## config.mk

```make
export PLATFORM = sky130hd
export DESIGN_NAME = sixteen_bit_cla_subtractor_pipe
export DESIGN_NICKNAME = d
export VERILOG_FILES = /design/src/rtl/sixteen_bit_cla_subtractor_pipe.sv
export SDC_FILE = /design/constraint.sdc
export NUM_CORES = 1
export LEC_CHECK = 0
export CORE_MARGIN = 2
export CORE_UTILIZATION = 40
export CTS_CLUSTER_SIZE = 30
export DETAILED_ROUTE_END_ITERATION = 12
export GPL_TIMING_DRIVEN = 0
export SYNTH_ARGS = -nofsm -noshare
export SYNTH_HDL_FRONTEND = slang
export SYNTH_SLANG_ARGS = --single-unit
```

## constraint.sdc

```tcl
create_clock -name clk -period 1.5 [get_ports clk]
set_input_delay 0.15 -clock clk [delete_from_list [all_inputs] [get_ports clk]]
set_output_delay 0.15 -clock clk [all_outputs]
set_load 0.1 [all_outputs]
```

## src/rtl/sixteen_bit_cla_subtractor_pipe.sv

```systemverilog
// -----------------------------------------------------------------------------
// sixteen_bit_cla_subtractor_pipe
//
// Four-stage pipelined 16-bit subtractor. Each stage uses a 4-bit
// carry-lookahead slice and processes one nibble. Stage 3 is the output
// register. The subtraction is computed as A + ~B + ~borrowin.
// A single global advance signal moves the whole pipeline, so a stalled
// result holds every stage in place.
//
// Ports
//   clk        rising-edge clock
//   rst        synchronous active-high reset
//   in_valid   operation on A/B/borrowin is valid
//   in_ready   block accepts an operation this cycle (= advance)
//   A, B       minuend, subtrahend (16 bits)
//   borrowin   borrow into bit 0
//   out_valid  diff/flags hold a valid result
//   out_ready  consumer takes the result this cycle
//   diff       A - B - borrowin mod 2^16
//   borrow     unsigned borrow out (A < B + borrowin)
//   overflow   signed overflow of the subtraction
//   zero       diff == 0
// -----------------------------------------------------------------------------
module sixteen_bit_cla_subtractor_pipe (
    input  logic        clk,
    input  logic        rst,
    input  logic        in_valid,
    output logic        in_ready,
    input  logic [15:0] A,
    input  logic [15:0] B,
    input  logic        borrowin,
    output logic        out_valid,
    input  logic        out_ready,
    output logic [15:0] diff,
    output logic        borrow,
    output logic        overflow,
    output logic        zero
);

    // 4-bit lookahead slice on a + ~b + cin; returns {cout, sum}.
    // Every carry is a flat sum-of-products of g/p/cin, with no ripple.
    function automatic logic [4:0] cla4(input logic [3:0] a,
                                        input logic [3:0] b,
                                        input logic       cin);
        logic [3:0] g;
        logic [3:0] p;
        logic [4:0] c;
        g    = a & ~b;
        p    = a ^ ~b;
        c[0] = cin;
        c[1] = g[0] | (p[0] & cin);
        c[2] = g[1] | (p[1] & g[0]) | (p[1] & p[0] & cin);
        c[3] = g[2] | (p[2] & g[1]) | (p[2] & p[1] & g[0])
             | (p[2] & p[1] & p[0] & cin);
        c[4] = g[3] | (p[3] & g[2]) | (p[3] & p[2] & g[1])
             | (p[3] & p[2] & p[1] & g[0]) | (p[3] & p[2] & p[1] & p[0] & cin);
        return {c[4], p ^ c[3:0]};
    endfunction

    // Stage 0: nibble 0 result, carry, remaining operand nibbles
    logic        v0_q, v0_d, c0_q, c0_d;
    logic [3:0]  r0_q, r0_d;
    logic [15:4] a0_q, a0_d, b0_q, b0_d;
    // Stage 1
    logic        v1_q, v1_d, c1_q, c1_d;
    logic [7:0]  r1_q, r1_d;
    logic [15:8] a1_q, a1_d, b1_q, b1_d;
    // Stage 2
    logic        v2_q, v2_d, c2_q, c2_d;
    logic [11:0] r2_q, r2_d;
    logic [15:12] a2_q, a2_d, b2_q, b2_d;
    // Stage 3 = output register
    logic        ov_q, ov_d;
    logic [15:0] diff_q, diff_d;
    logic        borrow_q, borrow_d, overflow_q, overflow_d, zero_q, zero_d;

    logic [4:0]  s0, s1, s2, s3;
    logic        stall, advance;

    assign stall    = ov_q & ~out_ready;
    assign advance  = ~stall;
    assign in_ready = advance;

    assign s0 = cla4(A[3:0],     B[3:0],     ~borrowin);
    assign s1 = cla4(a0_q[7:4],  b0_q[7:4],  c0_q);
    assign s2 = cla4(a1_q[11:8], b1_q[11:8], c1_q);
    assign s3 = cla4(a2_q[15:12], b2_q[15:12], c2_q);

    // Next-state for every stage: shift one stage on advance, otherwise hold
    always_comb begin
        v0_d = v0_q; c0_d = c0_q; r0_d = r0_q; a0_d = a0_q; b0_d = b0_q;
        v1_d = v1_q; c1_d = c1_q; r1_d = r1_q; a1_d = a1_q; b1_d = b1_q;
        v2_d = v2_q; c2_d = c2_q; r2_d = r2_q; a2_d = a2_q; b2_d = b2_q;
        ov_d = ov_q; diff_d = diff_q; borrow_d = borrow_q;
        overflow_d = overflow_q; zero_d = zero_q;
        if (advance) begin
            v0_d = in_valid; c0_d = s0[4]; r0_d = s0[3:0];
            a0_d = A[15:4];  b0_d = B[15:4];
            v1_d = v0_q; c1_d = s1[4]; r1_d = {s1[3:0], r0_q};
            a1_d = a0_q[15:8]; b1_d = b0_q[15:8];
            v2_d = v1_q; c2_d = s2[4]; r2_d = {s2[3:0], r1_q};
            a2_d = a1_q[15:12]; b2_d = b1_q[15:12];
            ov_d       = v2_q;
            diff_d     = {s3[3:0], r2_q};
            borrow_d   = ~s3[4];
            // Operand sign bits were carried along with the top nibble
            overflow_d = (a2_q[15] != b2_q[15]) && (s3[3] != a2_q[15]);
            zero_d     = ({s3[3:0], r2_q} == 16'h0000);
        end else begin
            ov_d = ov_q;
        end
    end

    // Pipeline registers with synchronous reset taking priority
    always_ff @(posedge clk) begin
        if (rst) begin
            v0_q <= 1'b0; c0_q <= 1'b0; r0_q <= 4'h0; a0_q <= 12'h000; b0_q <= 12'h000;
            v1_q <= 1'b0; c1_q <= 1'b0; r1_q <= 8'h00; a1_q <= 8'h00; b1_q <= 8'h00;
            v2_q <= 1'b0; c2_q <= 1'b0; r2_q <= 12'h000; a2_q <= 4'h0; b2_q <= 4'h0;
            ov_q <= 1'b0; diff_q <= 16'h0000; borrow_q <= 1'b0;
            overflow_q <= 1'b0; zero_q <= 1'b0;
        end else begin
            v0_q <= v0_d; c0_q <= c0_d; r0_q <= r0_d; a0_q <= a0_d; b0_q <= b0_d;
            v1_q <= v1_d; c1_q <= c1_d; r1_q <= r1_d; a1_q <= a1_d; b1_q <= b1_d;
            v2_q <= v2_d; c2_q <= c2_d; r2_q <= r2_d; a2_q <= a2_d; b2_q <= b2_d;
            ov_q <= ov_d; diff_q <= diff_d; borrow_q <= borrow_d;
            overflow_q <= overflow_d; zero_q <= zero_d;
        end
    end

    assign out_valid = ov_q;
    assign diff      = diff_q;
    assign borrow    = borrow_q;
    assign overflow  = overflow_q;
    assign zero      = zero_q;

endmodule

```

==> flow_metrics.tcl <==
set metrics [dict create \
    status "finished with violations" \
    violations "setup timing" \
    finalCriticalPeriod_ns 1.62 \
    synth_edf_count 0 \
    finish.instance_area_sq_mm 0.00514 \
    drt_iter0_drc 148 \
    die_x_microns 105 \
    cpMaxStageDelayCell "dfxtp_4" \
    setup.worst_path.class "reg2out" \
    post_cts_buffers 0 \
    syn_nets 566 \
    p_per_area_mw_per_mm2 1050 \
    cp_slowest_stage_delay_ns 0.34 \
    antennaDiodeCount 0 \
    avgSynthCellArea_sq_um 7.98 \
    power.leakage_nw 2.01 \
    crit_buf_inv 4 \
    syn-cell-area_sq_mm 0.00406 \
    ctsHoldBuffers 0 \
    setup_ws_ns -0.122 \
    synth_top_area_cell "dfxtp_1" \
    holdWs_ns 0.252 \
    synth_top_cell_area_share_pct 48.3 \
    syn_inst 509 \
    finalNetCount 633 \
    synth_top_family_by_area "simple AND/OR/NAND/NOR gates" \
    ys_top_cells_by_area "dfxtp_1, nand2_1, a21oi_1" \
    fmax_mhz 617 \
    max_cap_violations 0 \
    ys_ff_latch 98 \
    first_global_vias 3402 \
    path_clk_slew_ns 0.09 \
    ant_nets 0 \
    synthArstFlopShare_pct 0 \
    slew_violations 0 \
    ys_types 33 \
    grt-ovfl-total 0 \
    multi_input_comb_area_sq_mm 0.00197 \
    drive_gt1_share_pct 13.5 \
    synthAdderAreaFrac_pct 6.90 \
    max-slew-margin-rel_pct 63.2 \
    core_region_area_sq_mm 0.00982 \
    rows 36 \
    fin_total_pwr_mw 5.42 \
    root_buffer "clkbuf_8" \
    hold_viol 0 \
    cts_max_level 3 \
    yosys_warnings 0 \
    hold_class "in2reg" \
    synth_common_cells "nand2_1, dfxtp_1, a21oi_1" \
    routed_via_density 5.00 \
    grt_pass1_wl_microns 16600 \
    start_util_pct 41.4 \
    routed_wl_microns 9810 \
    cts_inserted_buffers 9 \
    grtUsageTotal_pct 18.9 \
    hpwl_microns 7420 \
    synth_compound_area_share_pct 16.1 \
    critPathCaptureType "output port" \
    clk_latency_ns 0.36 \
    synth_mux_area_share_pct 0 \
    rsz0062_at_grt "true" \
    wl_per_cell_microns 13.8 \
    place.gp.congestion 0.828 \
    fin_crit_sh_pct 108 \
    preCtsSetupSlack_ns -0.927 \
    area_growth_pct 26.4 \
    io_pins 58 \
    vias 3562 \
    seq_area_sq_mm 0.00197 \
    peakVddDrop_v 0.000399 \
    startpoint_type "register" \
    cts_sinks 98 \
    drc_errors 0 \
    cts_tree "built" \
    antenna_found_initial 0 \
    portBuffers 56 \
    finish.utilization_pct 52.3 \
    die_y_microns 105 \
    postPlaceCellArea_sq_mm 0.00482 \
    worstPathRequired_ns 1.35 \
    rrSetupSlack_ns -0.09 \
    synth_xor_area_share_pct 1.29 \
    crit_fanout 10 \
    crit_family "buffers and inverters" \
    yosysSeqAreaShare_pct 48.3 \
    dr.pass1.iters 5 \
    setup_viol 3 \
    path_cells "nor2b_1 -> buf_2 -> inv_2 -> buf_4 -> buf_12" \
    critPathArrivalTime_ns 1.47 \
    fill_cells 1029 \
    ys.flop_type "dfxtp_1" \
    fin_skew_ns 0.00694 \
    cts_buffer_depth 2 \
    synthSimpleGateAreaFrac_pct 21.8 \
    grt_start_max_net_pins 15 \
    worst_pin_slew_ns 0.552 \
    dieArea_sq_mm 0.0110 \
    synth.most_common_cell "nand2_1" \
]
## cell families after synthesis
kind of cell	after synthesis
AND/OR/NAND/NOR	211
AO/OA/AOI/OAI	119
flip-flops	98
buffers and inverters	55
adder cells (fa/ha/maj)	20
XOR/XNOR	6
## per-layer routing
layer,track usage (%),share of wire (%)
met1,24.6,48
met5,0,0
met4,5.05,1.4
met3,4.24,4.4
met2,31.6,47
## worst reg2reg max path: cells and delay by family (launching register included)
family	cells	cell delay, ns
adders and majority gates	1	0.21
DFF	1	0.39
AOI/OAI and AO/OA	2	0.38
and+or+nand+nor	2	0.56
## final cells by class
| class | instances | area share (%) |
|---|---|---|
| clock buffer | 12 | 3.02 |
| tap | 133 | 3.24 |
| clock inverter | 2 | 0.268 |
| multi-input combinational | 356 | 38.3 |
| inverter | 21 | 1.53 |
| sequential | 98 | 38.4 |
| buffer | 34 | 3.68 |
| timing repair buffer | 56 | 11.5 |
## worst paths after layout
check	start	end	cells past startpoint
max	out_valid	in_ready	5
min	rst	overflow	3
max reg2reg	a2_q[12]	zero	5
min reg2reg	diff[5]	diff[5]	2
## stage by stage
stage / TNS (ns) / std cells
after floorplan: -0.0171 / 509
final: -0.222 / 712
after global routing: -4.66 / 712
after global placement: -19.21 / 698
after detailed placement: -21.32 / 698
after CTS: -0.554 / 712
## power breakdown
part	switching [mW]	leakage, nW	internal [mW]
combinational	0.616	1.11	0.372
sequential	0.114	0.812	2.78
clock	0.859	0.0883	0.677
total	1.59	2.01	3.83
## timing repair
item                       in CTS  in global routing
setup endpoints to repair      95                 91
pin swaps                       6                  4
gates resized for setup        81                 23
## sequential cells by signal (all words and copies together), names as in the netlist, 4 cells and up
name and cells:
b1_q 8, a1_q 8, b0_q 12, a2_q 4, diff 16, r2_q 12, a0_q 12, r0_q 4
r1_q 8, b2_q 4
## cell usage in the layout, fill, tap and decap left out, drive strengths merged, types with 4 or more instances in the layout
cell type | Yosys | final
ha | 16 | 16
nor3 | 4 | 4
nor4b | 5 | 5
nor2 | 11 | 11
clkdlybuf4s15 | 0 | 19
inv | 21 | 21
a31oi | 4 | 4
clkbuf | 12 | 33
fa | 4 | 4
nand2 | 165 | 165
buf | 22 | 15
a211oi | 5 | 5
nand3 | 12 | 12
a21oi | 85 | 85
xnor2 | 6 | 6
o211ai | 5 | 5
clkdlybuf4s50 | 0 | 34
o21ai | 10 | 10
dfxtp | 98 | 98
nor4 | 4 | 4
(Power assumes the default switching activity.)
